$ cat config.mk
export PLATFORM = sky130hd
export DESIGN_NAME = program_loader
export DESIGN_NICKNAME = d
export VERILOG_FILES = /design/src/rtl/program_loader.sv
export SDC_FILE = /design/constraint.sdc
export NUM_CORES = 1
export LEC_CHECK = 0
export ABC_AREA = 1
export CORE_MARGIN = 4
export CORE_UTILIZATION = 40
export CTS_BUF_LIST = sky130_fd_sc_hd__clkbuf_2 sky130_fd_sc_hd__clkbuf_4 sky130_fd_sc_hd__clkbuf_8
export CTS_CLUSTER_DIAMETER = 80
export DETAILED_ROUTE_END_ITERATION = 10
export DONT_BUFFER_PORTS = 1
export GPL_TIMING_DRIVEN = 0
export SKIP_CTS_REPAIR_TIMING = 1
export SLEW_MARGIN = 10
export SYNTH_ARGS = -nofsm -noshare
export SYNTH_HDL_FRONTEND = slang
export SYNTH_SLANG_ARGS = --single-unit
$ cat constraint.sdc
create_clock -name clk -period 2.06 [get_ports clk]
set_input_delay 0 -clock clk [delete_from_list [all_inputs] [get_ports clk]]
set_output_delay 0 -clock clk [all_outputs]
set_load 0.02 [all_outputs]
$ cat src/rtl/program_loader.sv
// rtl/program_loader.sv - byte-stream loader that writes 32-bit words into instruction memory
//
// Purpose: accepts a 16-bit word count N (low byte first) followed by 4*N
// little-endian payload bytes over a valid/ready handshake. Each assembled
// word is written to byte address 4*k. The core is held in reset while a
// session is in progress, and after an aborted session.
//
// Optional feature macro: PROGRAM_LOADER_CHECKSUM_EN adds a trailing check
// byte that must equal the mod-256 sum of the payload bytes.
//
// Ports:
//   clk            system clock, rising edge
//   reset          asynchronous active-low reset
//   start_i        one-cycle pulse that begins a load session
//   byte_valid_i   byte_data_i is valid
//   byte_data_i    stream byte
//   byte_ready_o   loader accepts a byte this cycle
//   mem_write_o    one-cycle write strobe to instruction memory
//   mem_address_o  word-aligned byte address of the word being written
//   mem_data_o     assembled instruction word
//   cpu_hold_o     holds the core in reset while high
//   busy_o         session in progress
//   done_o         last session completed successfully
//   error_o        last session aborted
module program_loader #(
  parameter int MEMORY_DEPTH = 32,
  parameter int DATA_WIDTH   = 32
) (
  input  logic                  clk,
  input  logic                  reset,
  input  logic                  start_i,
  input  logic                  byte_valid_i,
  input  logic [7:0]            byte_data_i,
  output logic                  byte_ready_o,
  output logic                  mem_write_o,
  output logic [DATA_WIDTH-1:0] mem_address_o,
  output logic [DATA_WIDTH-1:0] mem_data_o,
  output logic                  cpu_hold_o,
  output logic                  busy_o,
  output logic                  done_o,
  output logic                  error_o
);

  localparam logic [2:0] S_IDLE     = 3'd0;
  localparam logic [2:0] S_COUNT_LO = 3'd1;
  localparam logic [2:0] S_COUNT_HI = 3'd2;
  localparam logic [2:0] S_BYTES    = 3'd3;
  localparam logic [2:0] S_WRITE    = 3'd4;
  localparam logic [2:0] S_DONE     = 3'd5;
  localparam logic [2:0] S_ERROR    = 3'd6;
`ifdef PROGRAM_LOADER_CHECKSUM_EN
  localparam logic [2:0] S_CHECK    = 3'd7;
  localparam logic [2:0] S_FINISH   = S_CHECK;
`else
  localparam logic [2:0] S_FINISH   = S_DONE;
`endif

  localparam logic [16:0] DEPTH17 = 17'(MEMORY_DEPTH);

  logic [2:0]  state;
  logic [15:0] count;
  logic [15:0] k;
  logic [1:0]  b;
  logic [23:0] word;      // lanes 0..2; lane 3 goes straight into mem_data_o
`ifdef PROGRAM_LOADER_CHECKSUM_EN
  logic [7:0]  sum;
`endif

  logic        accept;
  logic [15:0] n_word;
  logic        last_word;

  assign accept    = byte_valid_i && byte_ready_o;
  assign n_word    = {byte_data_i, count[7:0]};
  assign last_word = (k == count - 16'd1);

  // All outputs decode from registered state only.
  assign mem_write_o = (state == S_WRITE);
  assign done_o      = (state == S_DONE);
  assign error_o     = (state == S_ERROR);
`ifdef PROGRAM_LOADER_CHECKSUM_EN
  assign byte_ready_o = (state == S_COUNT_LO) || (state == S_COUNT_HI) ||
                        (state == S_BYTES) || (state == S_CHECK);
  assign busy_o       = byte_ready_o || (state == S_WRITE);
`else
  assign byte_ready_o = (state == S_COUNT_LO) || (state == S_COUNT_HI) ||
                        (state == S_BYTES);
  assign busy_o       = byte_ready_o || (state == S_WRITE);
`endif
  assign cpu_hold_o  = busy_o || (state == S_ERROR);

  always_ff @(posedge clk or negedge reset) begin
    if (!reset) begin
      state         <= S_IDLE;
      count         <= '0;
      k             <= '0;
      b             <= '0;
      word          <= '0;
      mem_address_o <= '0;
      mem_data_o    <= '0;
`ifdef PROGRAM_LOADER_CHECKSUM_EN
      sum           <= '0;
`endif
    end else begin
      case (state)
        S_IDLE, S_DONE, S_ERROR: begin
          if (start_i) begin
            state <= S_COUNT_LO;
            k     <= '0;
            b     <= '0;
`ifdef PROGRAM_LOADER_CHECKSUM_EN
            sum   <= '0;
`endif
          end
        end
        S_COUNT_LO: begin
          if (accept) begin
            count[7:0] <= byte_data_i;
            state      <= S_COUNT_HI;
          end
        end
        S_COUNT_HI: begin
          if (accept) begin
            count[15:8] <= byte_data_i;
            k           <= '0;
            b           <= '0;
            // Range check up front means k can never wrap during payload.
            if (n_word == 16'd0)
              state <= S_FINISH;
            else if ({1'b0, n_word} > DEPTH17)
              state <= S_ERROR;
            else
              state <= S_BYTES;
          end
        end
        S_BYTES: begin
          if (accept) begin
            b <= b + 2'd1;
`ifdef PROGRAM_LOADER_CHECKSUM_EN
            sum <= sum + byte_data_i;
`endif
            case (b)
              2'd0: word[7:0]   <= byte_data_i;
              2'd1: word[15:8]  <= byte_data_i;
              2'd2: word[23:16] <= byte_data_i;
              default: begin
                mem_data_o    <= {byte_data_i, word};
                mem_address_o <= DATA_WIDTH'({k, 2'b00});
                state         <= S_WRITE;
              end
            endcase
          end
        end
        S_WRITE: begin
          if (last_word) begin
            state <= S_FINISH;
          end else begin
            k     <= k + 16'd1;
            state <= S_BYTES;
          end
        end
`ifdef PROGRAM_LOADER_CHECKSUM_EN
        S_CHECK: begin
          if (accept)
            state <= (byte_data_i == sum) ? S_DONE : S_ERROR;
        end
`endif
        default: state <= S_IDLE;
      endcase
    end
  end

endmodule
==> flow_metrics.env, run 1 <==
export IMPL_finalWorstSetupSlack_ns=-0.0652
export IMPL_port_buffers=0
export IMPL_fin_crit_sh_pct=103
export IMPL_avgSynthCellArea_um2=8.54
export IMPL_vias=4307
export IMPL_wl_met2_um=6140
export IMPL_hold_viol_final=114
export IMPL_slew_headroom_pct=56.3
export IMPL_violations="negative hold slack, negative setup slack"
export IMPL_timing_rr_end="k[5]"
export IMPL_synth_seq_cells=109
export IMPL_grt_antenna_before_repair=0
export IMPL_drive_gt1_share_pct=16.5
export IMPL_core_area_mm2=0.0133
export IMPL_drt_met1_wl_um=6380
export IMPL_globalRouteOverflowTotal=0
export IMPL_dieArea_mm2=0.0156
export IMPL_insertion_delay_ns=0.39
export IMPL_cts_buffers=9
export IMPL_ant_nets=0
export IMPL_synth_top_area_share_pct=50.0
export IMPL_critPathLaunchType="flop"
export IMPL_synthArstFlopShare_pct=100
export IMPL_start_util_pct=41.0
export IMPL_finalNetCount=699
export IMPL_final_cell_mix="182 x nand2_1, 108 x dfrtp_1, 67 x o21ai_0, 47 x inv_1, 40 x nor2_1"
export IMPL_syn_to_final_growth_pct=14.1
export IMPL_dr_pass1_iters=7
export IMPL_cts_root_buf="clkbuf_8"
export IMPL_critical_path_buf_inv_count=4
export IMPL_post_route_min_period_ns=2.13
export IMPL_routed_wl_um=13600
export IMPL_clock_skew_ns=0.0165
export IMPL_cp_top_family="simple AND/OR/NAND/NOR gates"
export IMPL_final_core_util_pct=46.8
export IMPL_crit_chain="inv_2, ha_4, nand3_4, nor2_8, buf_4, nand4_1, nand2_1, nand2_1, nor2_1, nand2_1, inv_2, nand3_4, nand2_8, clkbuf_16, nand2_1, nand2_1"
export IMPL_fillerInstances=1287
export IMPL_setup_viol=13
export IMPL_post_drt_wl_per_cell_um=15.8
export IMPL_powerDensity_mw_per_mm2=1130
export IMPL_crit_fanout=8
export IMPL_cts_buffer_depth=2
export IMPL_rsz0062_at_grt="true"
export IMPL_crit_arrival_ns=2.45
export IMPL_grt_max_degree=110
export IMPL_place_congestion=0.868
export IMPL_synth_ff_type="dfrtp_1"
export IMPL_ys_warn_count=0
export IMPL_ioPinCount=82
export IMPL_yosysTopAreaCell="dfrtp_1"
export IMPL_synth_area_top_cells="dfrtp_1 50%, nand2_1 13%, o21ai_0 6.1%, mux2_2 5.8%, inv_1 3.4%"
export IMPL_track_usage_pct=17.5
export IMPL_rows=42
export IMPL_rrSetupSlack_ns=-0.07
export IMPL_critical_path_class="reg2reg"
export IMPL_synthCells=639
export IMPL_grt_pass1_vias=4126
export IMPL_highest_layer="met4"
export IMPL_chipHeight_um=125
export IMPL_drtIter0Drc=394
export IMPL_crit_path_end_kind="flop"
export IMPL_n_antenna_cell=0
export IMPL_worstReg2RegStart="count[0]"
export IMPL_status="finished, violations left"
export IMPL_pre_cts_slack_ns=-0.324
export IMPL_clk_pin_slew_worst_paths_ns=0.11
export IMPL_hold_path_class="in2async"
export IMPL_cts_max_level=3
export IMPL_synth_edf_count=0
export IMPL_met3_length_um=896
export IMPL_cts_tree="built"
export IMPL_dp_cells=830
export IMPL_yosysSeqAreaShare_pct=50.0
export IMPL_crit_path_frequent_cell="nand2_1"
export IMPL_synth_cell_types=36
export IMPL_reg2regPathDepth=16
export IMPL_drv_cap=0
export IMPL_worst_pin_slew_ns=0.649
export IMPL_hold_slack_ns=-0.705
export IMPL_cp_slowest_cell="dfrtp_1"
export IMPL_grt_pass1_wl_um=22000
export IMPL_fmax_mhz=471
export IMPL_viasPerCell=5.00
export IMPL_layout_commonest_cell="nand2_1"
export IMPL_setup_worst_path_start="count[0]"
export IMPL_max_stage_delay_ns=0.43
export IMPL_clock_sinks=109
export IMPL_die_w_um=125
export IMPL_dp_hpwl_um=9630
export IMPL_netlist_area_mm2=0.00546
export IMPL_critPathRequiredTime_ns=2.39
export IMPL_vdd_drop_max_uv=498
export IMPL_drc=0
export IMPL_instances_no_fill=862
export IMPL_p_leak_nw=3.10
export IMPL_drv_slew=0
[synth_stat cells (2+ instances only)]
| cell type | instances |
|---|---|
| nand4_1 | 10 |
| ha_1 | 6 |
| nor3_1 | 5 |
| nor2_4 | 3 |
| nand3_1 | 36 |
| inv_1 | 50 |
| inv_2 | 4 |
| mux2_2 | 28 |
| xor2_1 | 19 |
| nand2_1 | 186 |
| nand2_2 | 2 |
| o21ai_0 | 67 |
| nand3b_1 | 2 |
| a21oi_1 | 3 |
| buf_2 | 8 |
| o21ai_1 | 2 |
| clkbuf_1 | 12 |
| nor4_1 | 2 |
| nor2_1 | 48 |
| nor2_2 | 2 |
| xnor2_1 | 5 |
| dfrtp_1 | 109 |
| buf_4 | 16 |
| a31oi_1 | 2 |
[cell families after synthesis]
| logic type | after synthesis | synth area share, % |
|---|---|---|
| and+or+nand+nor | 302 | 23.9 |
| DFF | 109 | 50.0 |
| buffers and inverters | 92 | 7.82 |
| AOI/OAI and AO/OA | 77 | 7.22 |
| muxes | 28 | 5.78 |
| xor gates and xnor gates | 24 | 3.85 |
| adders and majority gates | 6 | 1.38 |
| other | 1 | 0.0687 |
[routing by layer]
| metal | GRT usage, % | vias up |
|---|---|---|
| met5 | 0 | - |
| met4 | 5.80 | 0 |
| met3 | 3.30 | 14 |
| met2 | 26.8 | 121 |
| met1 | 25.1 | 2069 |
| li1 | - | 2103 |
[through the flow]
stage | TNS, ns | total power [W] | hold WS (ns) | area (µm²)
detailed placement | -5.25 | 0.00523 | -0.293 | 5730
floorplan | 0 | 0.00471 | -0.296 | 5510
global placement | -4.84 | 0.00517 | -0.292 | 5730
CTS | -6.22 | 0.00677 | -0.734 | 5970
global route | -2.92 | 0.00760 | -0.734 | 6230
finish | -0.539 | 0.00706 | -0.705 | 6230
[worst max-delay path by stage]
stage | endpoint | cells after the start
finish | k[5] | 16
global route | k[3] | 9
CTS | k[3] | 9
detailed placement | k[3] | 9
global placement | k[3] | 9
floorplan | k[7] | 14
[registers in the layout (all words and copies together) (netlist names)]
name and flops:
mem_address_o 16, word 24, state 3, count 16, b 2, mem_data_o 32, k 16
[power breakdown]
group	internal [W]	switching [W]
Clock	0.000717	0.000821
Combinational	0.000927	0.00163
Sequential	0.00256	0.000409
Total	0.00420	0.00286
[final cells by class]
class                           instances  area (µm²)  area share (%)
Sequential cell                       109        2730            43.8
Buffer                                 36         228            3.66
Tap cell                              176         220            3.54
Multi-Input combinational cell        454        2440            39.1
Inverter                               55         210            3.38
Clock inverter                          7         116            1.87
Clock buffer                            9         124            1.99
Timing Repair Buffer                   16         163            2.61
Power figures use the tool's default switching activity.
==> run 2, diff against run 1 <==
--- a/config.mk
+++ b/config.mk
@@ -7,12 +7,13 @@
 export LEC_CHECK = 0
 export ABC_AREA = 1
 export CORE_MARGIN = 4
-export CORE_UTILIZATION = 40
+export CORE_UTILIZATION = 56
 export CTS_BUF_LIST = sky130_fd_sc_hd__clkbuf_2 sky130_fd_sc_hd__clkbuf_4 sky130_fd_sc_hd__clkbuf_8
 export CTS_CLUSTER_DIAMETER = 80
 export DETAILED_ROUTE_END_ITERATION = 10
 export DONT_BUFFER_PORTS = 1
 export GPL_TIMING_DRIVEN = 0
+export PLACE_DENSITY = 0.74
 export SKIP_CTS_REPAIR_TIMING = 1
 export SLEW_MARGIN = 10
 export SYNTH_ARGS = -nofsm -noshare
==> run 2 against run 1 <==
Against the previous run:
- the flow still finishes with violations (negative hold slack, negative setup slack)
- fmax increased by 0.22%
- final cell count is 5.1% lower
- non-clock buffer count rose by 4
- setup slack gained 0.0048 ns
- clock skew decreased by 0.0039 ns
- clock-buffer cell count up 1
- hold slack worse by 0.0019 ns
- die area is 27% lower
- utilization is 19 points higher
- combinational power is essentially flat
- critical endpoint is now k[13]
==> flow_metrics.env, run 2 (synthesis gave the netlist of run 1 again) <==
export IMPL_setup_viol=18
export IMPL_final_cell_mix="179 x nand2_1, 109 x dfrtp_1, 67 x o21ai_0, 47 x inv_1, 42 x nor2_1"
export IMPL_grt_antenna_before_repair=0
export IMPL_globalRouteOverflowTotal=0
export IMPL_n_antenna_cell=0
export IMPL_finalWorstSetupSlack_ns=-0.0605
export IMPL_start_util_pct=58.2
export IMPL_layout_commonest_cell="nand2_1"
export IMPL_grt_max_degree=110
export IMPL_fmax_mhz=472
export IMPL_p_leak_nw=3.10
export IMPL_largest_reg_flops=32
export IMPL_cts_root_buf="clkbuf_8"
export IMPL_cts_buffer_depth=2
export IMPL_post_route_min_period_ns=2.12
export IMPL_grt_pass1_vias=4159
export IMPL_drive_gt1_share_pct=16.7
export IMPL_crit_path_end_kind="flop"
export IMPL_largest_register="mem_data_o"
export IMPL_grt_pass1_wl_um=20600
export IMPL_slew_headroom_pct=57.1
export IMPL_clock_skew_ns=0.0125
export IMPL_violations="negative hold slack, negative setup slack"
export IMPL_hold_slack_ns=-0.707
export IMPL_crit_arrival_ns=2.45
export IMPL_critical_path_class="reg2reg"
export IMPL_final_core_util_pct=65.6
export IMPL_track_usage_pct=22.6
export IMPL_rsz0062_at_grt="true"
export IMPL_rows=35
export IMPL_syn_to_final_growth_pct=12.6
export IMPL_hold_viol_final=109
export IMPL_viasPerCell=5.33
export IMPL_status="finished, violations left"
export IMPL_place_congestion=0.918
export IMPL_core_area_mm2=0.00937
export IMPL_critPathRequiredTime_ns=2.39
export IMPL_fin_crit_sh_pct=103
export IMPL_die_w_um=107
export IMPL_cts_tree="built"
export IMPL_dieArea_mm2=0.0114
export IMPL_ant_nets=0
export IMPL_rrSetupSlack_ns=-0.06
export IMPL_tns_ns=-0.762
export IMPL_ioPinCount=82
export IMPL_clk_pin_slew_worst_paths_ns=0.11
export IMPL_drc=0
export IMPL_pre_cts_slack_ns=-0.223
export IMPL_cts_max_level=3
export IMPL_reg_largest_list="mem_data_o x32, word x24"
export IMPL_clock_sinks=109
export IMPL_drv_cap=0
export IMPL_dp_hpwl_um=8860
export IMPL_critPathLaunchType="flop"
export IMPL_crit_fanout=7
export IMPL_fillerInstances=785
export IMPL_post_drt_wl_per_cell_um=15.3
export IMPL_vias=4358
export IMPL_finalNetCount=702
export IMPL_port_buffers=0
export IMPL_routed_wl_um=12500
export IMPL_worst_pin_slew_ns=0.636
export IMPL_drv_slew=0
export IMPL_powerDensity_mw_per_mm2=1120
export IMPL_dr_pass1_iters=5
export IMPL_hold_path_class="in2async"
export IMPL_drtIter0Drc=284
export IMPL_insertion_delay_ns=0.38
export IMPL_cts_buffers=9
export IMPL_vdd_drop_max_uv=758
export IMPL_chipHeight_um=107
## run 2: per-layer routing
metal  wire (µm)  global-route usage, %  vias to the layer above
li1            -                      -                     2108
met1        5700                   32.7                     2061
met2        5700                   34.7                      169
met3         907                   5.48                       20
met4         186                   5.39                        0
met5           0                      0                        -
## run 2: final timing paths
check,from,endpoint,cells past startpoint
max in group asynchronous,reset,mem_data_o[22],0
max reg2reg,count[0],k[13],15
max,count[0],k[13],15
min reg2reg,word[15],word[15],2
min in group clk,byte_data_i[3],count[3],2
min,reset,mem_data_o[5],0
## run 2: power breakdown
part / switching, W / internal (W)
Sequential: 0.000410 / 0.00255
Combinational: 0.00162 / 0.000972
Clock: 0.000804 / 0.000515
## run 2: per-stage QoR
| stage | power [W] | cells | hold WS, ns | area [µm²] |
|---|---|---|---|---|
| floorplan | 0.00471 | 654 | -0.296 | 5510 |
| CTS | 0.00655 | 799 | -0.719 | 5880 |
| detailed placement | 0.00521 | 783 | -0.293 | 5670 |
| global route | 0.00742 | 818 | -0.744 | 6150 |
| finish | 0.00687 | 818 | -0.707 | 6150 |
| global placement | 0.00511 | 783 | -0.293 | 5670 |
## run 2: worst max-delay path, stage by stage (launching register included)
cell and delay, ns:
dfrtp_1 0.43, inv_2 0.09, ha_4 0.15, nand3_4 0.11, nor2_8 0.18, nand2_2 0.07
o21bai_1 0.16, nand2_1 0.09, nor2_2 0.11, inv_2 0.06, nor2_4 0.12, nand3_4 0.12
nand2_8 0.13, clkbuf_16 0.14, nand2_1 0.04, nand2_1 0.06
## run 2: final cells by class
class / count / area (µm²) / share of cell area [%]
sequential: 109 / 2730 / 44.4
multi-input combinational: 453 / 2420 / 39.5
buffer: 37 / 231 / 3.77
inverter: 55 / 210 / 3.42
timing repair buffer: 19 / 183 / 2.97
tap: 129 / 161 / 2.63
clock buffer: 10 / 138 / 2.24
clock inverter: 6 / 70.1 / 1.14
==> run 3, diff against run 2 <==
--- a/config.mk
+++ b/config.mk
@@ -12,7 +12,6 @@
 export CTS_CLUSTER_DIAMETER = 80
 export DETAILED_ROUTE_END_ITERATION = 10
 export DONT_BUFFER_PORTS = 1
-export GPL_TIMING_DRIVEN = 0
 export PLACE_DENSITY = 0.74
 export SKIP_CTS_REPAIR_TIMING = 1
 export SLEW_MARGIN = 10
==> run 3 against run 2 <==
Against the previous run:
- the flow finishes with violations (negative hold slack)
- combinational power about the same
- final cell count down 2.0%
- flip-flop and latch count unchanged
- clock-buffer cell count unchanged
- via count down 2.5%
- hold slack better by 0.018 ns
- setup slack better by 0.11 ns
- clock skew down 0.0022 ns
- routed wire length up 0.91%
- global-route usage down 0.054 points
- register-to-register slack better by 0.11 ns
- sequential power about the same
- highest routed layer unchanged
==> flow_metrics.env, run 3 (synthesis gave the netlist of run 1 again) <==
export IMPL_vias=4250
export IMPL_tns_ns=0
export IMPL_cts_buffers=9
export IMPL_viasPerCell=5.30
export IMPL_dr_pass1_iters=4
export IMPL_p_int_w=0.00407
export IMPL_routed_wl_um=12600
export IMPL_met1_usage_pct=31.7
export IMPL_die_w_um=107
export IMPL_violations="negative hold slack"
export IMPL_reg2regPathDepth=13
export IMPL_post_route_min_period_ns=2.01
export IMPL_cts_tree="built"
export IMPL_slew_headroom_pct=55.2
export IMPL_start_util_pct=58.2
export IMPL_hold_viol_final=122
export IMPL_rrSetupSlack_ns=0.05
export IMPL_cts_buffer_depth=2
export IMPL_crit_arrival_ns=2.28
export IMPL_finalNetCount=686
export IMPL_core_area_mm2=0.00937
export IMPL_track_usage_pct=22.6
export IMPL_critical_path_class="reg2reg"
export IMPL_clock_sinks=109
export IMPL_worstReg2RegStart="count[7]"
export IMPL_seq_power_share_pct=42.8
export IMPL_powerDensity_mw_per_mm2=1130
export IMPL_postLayoutCellArea_mm2=0.00610
export IMPL_comb_power_share_pct=37.2
export IMPL_instances_no_fill=802
export IMPL_n_antenna_cell=0
export IMPL_rsz0062_at_grt="true"
export IMPL_place_area_mm2=0.00571
export IMPL_vdd_drop_max_uv=773
export IMPL_reg_largest_list="mem_data_o x32, word x24"
export IMPL_drv_slew=0
export IMPL_fmax_mhz=497
export IMPL_setup_viol=0
export IMPL_clock_skew_ns=0.0103
export IMPL_worst_pin_slew_ns=0.665
export IMPL_fin_crit_sh_pct=97.6
export IMPL_critPathRequiredTime_ns=2.32
export IMPL_crit_path_end_kind="flop"
export IMPL_port_buffers=0
export IMPL_insertion_delay_ns=0.37
export IMPL_post_drt_wl_per_cell_um=15.7
export IMPL_grt_antenna_before_repair=0
export IMPL_cts_root_buf="clkbuf_8"
export IMPL_syn_to_final_growth_pct=11.7
export IMPL_place_congestion=0.962
export IMPL_ioPinCount=82
export IMPL_fillerInstances=779
export IMPL_final_cell_mix="177 x nand2_1, 108 x dfrtp_1, 67 x o21ai_0, 48 x inv_1, 43 x nor2_1"
export IMPL_rows=35
export IMPL_drtIter0Drc=285
export IMPL_drc=0
export IMPL_timing_rr_end="k[8]"
export IMPL_hold_slack_ns=-0.689
export IMPL_crit_fanout=7
export IMPL_layout_commonest_cell="nand2_1"
export IMPL_p_leak_nw=3.07
export IMPL_grt_max_degree=110
export IMPL_chipHeight_um=107
export IMPL_largest_reg_flops=32
export IMPL_globalRouteOverflowTotal=0
export IMPL_dp_cells=778
export IMPL_dieArea_mm2=0.0114
export IMPL_drive_gt1_share_pct=16.8
export IMPL_critPathLaunchType="flop"
export IMPL_switchingPower_w=0.00283
export IMPL_largest_register="mem_data_o"
export IMPL_busiest_layer="met2"
export IMPL_drv_cap=0
export IMPL_clk_pin_slew_worst_paths_ns=0.11
export IMPL_switching_share_pct=41.1
export IMPL_grt_pass1_vias=4142
export IMPL_grt_use_met3_pct=4.58
export IMPL_grtUsageMet2_pct=35.9
export IMPL_dp_hpwl_um=8910
export IMPL_ant_nets=0
export IMPL_p_total_w=0.00690
export IMPL_status="finished, violations left"
export IMPL_hold_path_class="in2async"
export IMPL_grt_pass1_wl_um=20500
export IMPL_cts_max_level=3
export IMPL_clkPwrFrac_pct=20.0
## run 3: metal layers
layer	vias to the layer above	share of wire, %
met5	-	0
met4	0	1.5
met3	18	5.6
met2	123	46
met1	2036	47
li1	2073	-
## run 3: cell type report
cell class	count	area (µm²)	area share, %
clock inverters	6	82.6	1.35
well taps	129	161	2.65
repair buffers	39	327	5.36
inverters	55	206	3.39
multi-input cells	454	2460	40.3
clock buffers	10	131	2.16
flip-flops and latches	109	2730	44.8
## run 3: worst max-delay path by stage
stage / startpoint / end
detailed placement: count[0] / k[8]
CTS: count[1] / k[8]
floorplan: count[0] / k[7]
finish: count[7] / k[8]
global route: count[6] / k[10]
global placement: count[0] / k[8]
## run 3: stage by stage
step	worst slack (ns)	hold slack, ns	util, %
floorplan	0.128	-0.296	-
global placement	0.0508	-0.293	60.9
detailed placement	0.000970	-0.292	60.9
CTS	-0.0316	-0.708	63.2
global route	-0.140	-0.719	65.0
finish	0.0487	-0.689	65.0
## run 3: worst max-delay path: stages, from the launching register on
cell and delay, ns:
dfrtp_2 0.48, inv_2 0.07, nand2_1 0.14, nor2_1 0.21, nand2_2 0.10, xor2_1 0.14
nand2_1 0.07, nor2_1 0.11, nand2_1 0.07, inv_2 0.09, nand3_4 0.13, buf_6 0.16
nand3_1 0.06, nand2_1 0.06
## run 3: power by group through the flow
| stage | registers, W | logic [W] | clock network, W |
|---|---|---|---|
| detailed placement | 0.00297 | 0.00233 | 0 |
| global route | 0.00301 | 0.00289 | 0.00148 |
| floorplan | 0.00288 | 0.00182 | 0 |
| CTS | 0.00293 | 0.00234 | 0.00141 |
| global placement | 0.00296 | 0.00225 | 0 |
| finish | 0.00296 | 0.00257 | 0.00138 |
